===== config.mk =====
export PLATFORM = sky130hd
export DESIGN_NAME = i2c_uart_tx_scheduler
export DESIGN_NICKNAME = d
export VERILOG_FILES = /design/src/rtl/i2c_uart_tx_scheduler.sv
export SDC_FILE = /design/constraint.sdc
export NUM_CORES = 1
export LEC_CHECK = 0
export CELL_PAD_IN_SITES_DETAIL_PLACEMENT = 1
export CELL_PAD_IN_SITES_GLOBAL_PLACEMENT = 1
export CORE_MARGIN = 2
export CORE_UTILIZATION = 40
export CTS_CLUSTER_SIZE = 28
export DETAILED_ROUTE_END_ITERATION = 12
export GPL_ROUTABILITY_DRIVEN = 0
export GPL_TIMING_DRIVEN = 1
export PLACE_DENSITY = 0.7
export SETUP_SLACK_MARGIN = 0.3
export SYNTH_ARGS = -nofsm -noshare
export SYNTH_HDL_FRONTEND = slang
export SYNTH_SLANG_ARGS = --single-unit

===== constraint.sdc =====
create_clock -name clk -period 3.2 [get_ports clk]
set_input_delay 0.48 -clock clk [delete_from_list [all_inputs] [get_ports clk]]
set_output_delay 0.48 -clock clk [all_outputs]
set_load 0.01 [all_outputs]

===== src/rtl/i2c_uart_tx_scheduler.sv =====
// Byte scheduler between the I2C slave receiver and the UART transmitter.
// I2C events are queued as bytes and fed to the UART one at a time, with an optional gap and a done-timeout.
module i2c_uart_tx_scheduler #(
  parameter int         DEPTH        = 8,
  parameter bit         EMIT_ADDR    = 1'b1,
  parameter bit         TERM_EN      = 1'b1,
  parameter logic [7:0] TERM_BYTE    = 8'h0A,
  parameter int         GAP_CLKS     = 0,
  parameter int         TIMEOUT_CLKS = 2048
) (
  input  logic                     clk,
  input  logic                     reset,
  input  logic                     i2c_addr_valid,
  input  logic [6:0]               i2c_addr,
  input  logic                     i2c_rw,
  input  logic                     i2c_data_valid,
  input  logic [7:0]               i2c_data,
  input  logic                     i2c_stop,
  output logic                     i2c_nack,
  input  logic                     uart_tx_active,
  input  logic                     uart_tx_done,
  output logic                     uart_tx_start,
  output logic [7:0]               uart_tx_byte,
  output logic [$clog2(DEPTH):0]   fifo_level,
  output logic                     overflow,
  output logic                     tx_timeout,
  input  logic                     clear_flags
);
  localparam int AW   = $clog2(DEPTH);
  localparam int LW   = AW + 1;
  localparam int CMAX = (TIMEOUT_CLKS > GAP_CLKS) ? TIMEOUT_CLKS : GAP_CLKS;
  localparam int CW   = $clog2(CMAX + 1);

  localparam logic [1:0] S_IDLE  = 2'd0;
  localparam logic [1:0] S_START = 2'd1;
  localparam logic [1:0] S_WAIT  = 2'd2;
  localparam logic [1:0] S_GAP   = 2'd3;

  logic [7:0]    mem [DEPTH];
  logic [AW-1:0] wr_ptr, rd_ptr;
  logic [1:0]    state;
  logic [CW-1:0] cnt, cnt_inc;
  logic          data_seen;
  logic          push_req, push, pop, collide, timeout_hit;
  logic [7:0]    push_byte;
  logic [LW-1:0] level_next;

  // Only the highest-priority event of a collision is acted on.
  always_comb begin
    push_req  = 1'b0;
    push_byte = i2c_data;
    if (i2c_data_valid) begin
      push_req = 1'b1;
    end else if (i2c_addr_valid) begin
      push_req  = EMIT_ADDR;
      push_byte = {i2c_addr, i2c_rw};
    end else if (i2c_stop) begin
      push_req  = TERM_EN && data_seen;
      push_byte = TERM_BYTE;
    end
  end

  assign collide    = (i2c_data_valid & (i2c_addr_valid | i2c_stop)) | (i2c_addr_valid & i2c_stop);
  assign pop        = (state == S_IDLE) && (fifo_level != '0) && !uart_tx_active;
  assign push       = push_req && ((fifo_level != LW'(DEPTH)) || pop);
  assign level_next = fifo_level + LW'(push) - LW'(pop);

  always_ff @(posedge clk) begin
    if (push) mem[wr_ptr] <= push_byte;
  end

  always_ff @(posedge clk or negedge reset) begin
    if (!reset) begin
      wr_ptr     <= '0;
      rd_ptr     <= '0;
      fifo_level <= '0;
      i2c_nack   <= 1'b0;
      data_seen  <= 1'b0;
      overflow   <= 1'b0;
    end else begin
      if (push) wr_ptr <= wr_ptr + AW'(1);
      if (pop)  rd_ptr <= rd_ptr + AW'(1);
      fifo_level <= level_next;
      i2c_nack   <= (level_next == LW'(DEPTH));
      if (i2c_data_valid)                 data_seen <= 1'b1;
      else if (i2c_addr_valid || i2c_stop) data_seen <= 1'b0;
      if (clear_flags)                          overflow <= 1'b0;
      else if (collide || (push_req && !push)) overflow <= 1'b1;
    end
  end

  // The counter holds clocks spent in WAIT minus one, so the flag lands TIMEOUT_CLKS clocks after start.
  assign cnt_inc       = cnt + CW'(1);
  assign timeout_hit   = (state == S_WAIT) && !uart_tx_done && (cnt_inc == CW'(TIMEOUT_CLKS - 1));
  assign uart_tx_start = (state == S_START);

  always_ff @(posedge clk or negedge reset) begin
    if (!reset) begin
      state        <= S_IDLE;
      cnt          <= '0;
      uart_tx_byte <= 8'h00;
      tx_timeout   <= 1'b0;
    end else begin
      case (state)
        S_IDLE: if (pop) begin
          uart_tx_byte <= mem[rd_ptr];
          state        <= S_START;
        end
        S_START: begin
          cnt   <= '0;
          state <= S_WAIT;
        end
        S_WAIT: begin
          if (uart_tx_done) begin
            cnt   <= '0;
            state <= (GAP_CLKS > 0) ? S_GAP : S_IDLE;
          end else if (timeout_hit) begin
            state <= S_IDLE;
          end else begin
            cnt <= cnt_inc;
          end
        end
        S_GAP: begin
          if (cnt_inc >= CW'(GAP_CLKS)) state <= S_IDLE;
          else                          cnt   <= cnt_inc;
        end
        default: state <= S_IDLE;
      endcase
      if (clear_flags)      tx_timeout <= 1'b0;
      else if (timeout_hit) tx_timeout <= 1'b1;
    end
  end
endmodule


==> flow_metrics.tcl <==
set metrics [dict create \
    crit_type "primary input to flip-flop" \
    worstMarginPinSlew_ps 837 \
    timing.fmax_mhz 387 \
    regToRegSetupSlack_ps 640 \
    die_h_um 110 \
    setup_tns_ps 0 \
    cts-buffers-inserted 9 \
    wl_met2_um 4680 \
    clk_latency_ps 350 \
    worst_slack_ps 616 \
    hold_violations 0 \
    wl_per_cell_um 18.3 \
    grt_max_degree 37 \
    synthMuxAreaShare 0.107 \
    fp-row-count 38 \
    drive_above_1_share 0.142 \
    nets 407 \
    cellPowerDensity_nw_per_um2 851 \
    fp.dieW_um 110 \
    nFillCells 1099 \
    numPortBuffers 39 \
    clock_skew_ps 7.36 \
    clock-root-buffer "clkbuf_16" \
    crit_path_end_kind "flip-flop" \
    maxUsedRoutingLayer "met4" \
    grt_usage 0.161 \
    synth_edf_count 64 \
    antennaDiodeCount 0 \
    leakagePower_uw 0.00202 \
    initial_utilization 0.415 \
    max-vdd-ir-drop_v 0.000429 \
    synth_area_leader_cell "edfxtp_1" \
    synthAdderAreaFrac 0.0425 \
    slew-limit-headroom 0.442 \
    seq_area_frac_synth 0.623 \
    final.period_utilization 0.807 \
    min_path_type "primary input to async pin" \
    grt-ovfl-total 0 \
    wl_met3_um 275 \
    cp-start-kind "primary input" \
    r2r-start "state[0]$_DFFE_PN0P_" \
    drv_slew 0 \
    antenna_found_initial 0 \
    synth_top_cell_area_share 0.424 \
    fin_cells 514 \
    io_pins 40 \
    cts_max_level 3 \
    path_clk_slew_ps 70 \
    ctsHoldBuffers 0 \
    period_minus_slack_ps 2580 \
    grt_pass1_wl_um 15400 \
    clk_path_buf_depth 2 \
    postRouteAntennaNets 0 \
    synth_cell_type_count 48 \
    path_max_fanout 7 \
    r2r_cells 9 \
    r2r_end "i2c_nack$_DFF_PN0_" \
    synthCells 322 \
    ctsResizeCount 0 \
    netlist_top_cells_area "edfxtp_1, dfrtp_1, mux4_2" \
    place_inst 498 \
    drcViolationCount 0 \
    status "finished, final reports clean" \
    dp_hpwl_um 6640 \
    setup_viol 0 \
    drt_iter0_drc 147 \
    synth_top_family_by_area "multiplexers" \
    ys.flop_type "edfxtp_1" \
    rsz0062_at_grt "false" \
    first_pass_iters 4 \
    syn-cell-area_um2 4530 \
    final_common_cell "edfxtp_1" \
    cp.required_ps 3440 \
    synthArstFlopShare 0.360 \
    fin_util 0.494 \
    synth_compound_area_frac 0.0897 \
    ys_seq_elements 100 \
    routed_wl_um 9390 \
    cts_setup_buffers 0 \
    holdWs_ps 223 \
    die-area_um2 12200 \
    wl_met1_um 4330 \
    numClockSinks 100 \
    pre_cts_ws_ps 281 \
    first_global_vias 2896 \
    ys_warn_count 0 \
    cap_violations 0 \
    cts_tree "done" \
    synth_xor_area_frac 0.0135 \
    layout_common_cells "edfxtp_1, clkdlybuf4s50_1, dfrtp_1, nor2_1, nand2_1" \
    post_synth.cell_area_avg_um2 14.1 \
    area_growth_pct 19.2 \
    syn-num-nets 360 \
    cp.arrival_ps 2820 \
    coreArea_um2 10900 \
    vias_per_cell 5.42 \
    vias 2788 \
    synth-simple-area-share 0.102 \
]
## power by group
| group | internal, uW | switching [uW] | total (uW) | leakage [uW] |
|---|---|---|---|---|
| combinational | 764 | 792 | 1560 | 0.000838 |
| sequential | 1740 | 225 | 1970 | 0.00104 |
| clock | 553 | 524 | 1080 | 0.000143 |
## layer usage
| metal | global-route usage | up-vias |
|---|---|---|
| met3 | 0.0368 | 10 |
| met5 | 0 | - |
| met4 | 0.0425 | 0 |
| met2 | 0.270 | 42 |
| li1 | - | 1313 |
| met1 | 0.213 | 1423 |
## worst max-delay path, stage by stage
cell and delay (ps):
clkdlybuf4s50_1 520, a211oi_1 460, nand2b_1 220, o21ai_0 100, ha_1 220, a21o_1 190
a21oi_1 180, xor2_1 200, nor4b_1 250
## cell families (layout without fill, tap and decap cells)
kind of cell             count (synthesis)  after routing
AO/OA/AOI/OAI                           58             58
buffers and inverters                   25             77
AND/OR/NAND/NOR                         89             89
flip-flops                             100            100
adder cells (fa/ha/maj)                 15             15
XOR/XNOR                                 7              7
multiplexers                            28             28
## per-stage QoR
step | area, um2 | total power (uW)
4_1_cts | 5410 | 4660
6_report | 5410 | 4600
3_5_place_dp | 5110 | 3580
3_3_place_gp | 5110 | 3510
2_1_floorplan | 4530 | 2950
5_1_grt | 5410 | 4910
## cell type report
type                    instances  area [um2]  share of cell area
well taps                     140         175              0.0324
repair buffers                 49         460              0.0852
flip-flops and latches        100        2820               0.522
clock inverters                 7        67.6              0.0125
clock buffers                   9         225              0.0417
multi-input cells             197        1610               0.298
inverters                      12        45.0             0.00833
## cells in the mapped netlist (all sizes together), types with 2 or more instances
cell / n
nor4: 5
dfrtp: 36
nand2: 21
nand3: 6
edfxtp: 64
clkbuf: 6
o21ai: 7
ha: 13
mux2i: 9
o22a: 2
o21a: 3
o22ai: 6
a22o: 10
buf: 7
nor2b: 3
o31a: 2
or2: 4
a21oi: 14
nand2b: 8
o211ai: 3
nor3: 10
mux4: 16
xor2: 4
mux2: 3
a21o: 2
xnor2: 3
inv: 12
nor2: 29
## flip-flops by register name, summed over array words and instances (netlist names)
register,flops
i2c_nack,1
tx_timeout,1
wr_ptr,3
fifo_level,4
mem,64
rd_ptr,3
state,2
cnt,12
data_seen,1
overflow,1
uart_tx_byte,8
## worst max-delay path by stage
| stage | from | to | depth (start not counted) |
|---|---|---|---|
| floorplan | state[0]$_DFFE_PN0P_ | i2c_nack$_DFF_PN0_ | 10 |
| global placement | i2c_addr_valid | i2c_nack$_DFF_PN0_ | 8 |
| detailed placement | i2c_data_valid | i2c_nack$_DFF_PN0_ | 9 |
| CTS | i2c_data_valid | i2c_nack$_DFF_PN0_ | 9 |
| global route | i2c_data_valid | i2c_nack$_DFF_PN0_ | 9 |
| finish | i2c_data_valid | i2c_nack$_DFF_PN0_ | 9 |
(Power assumes the default switching activity.)
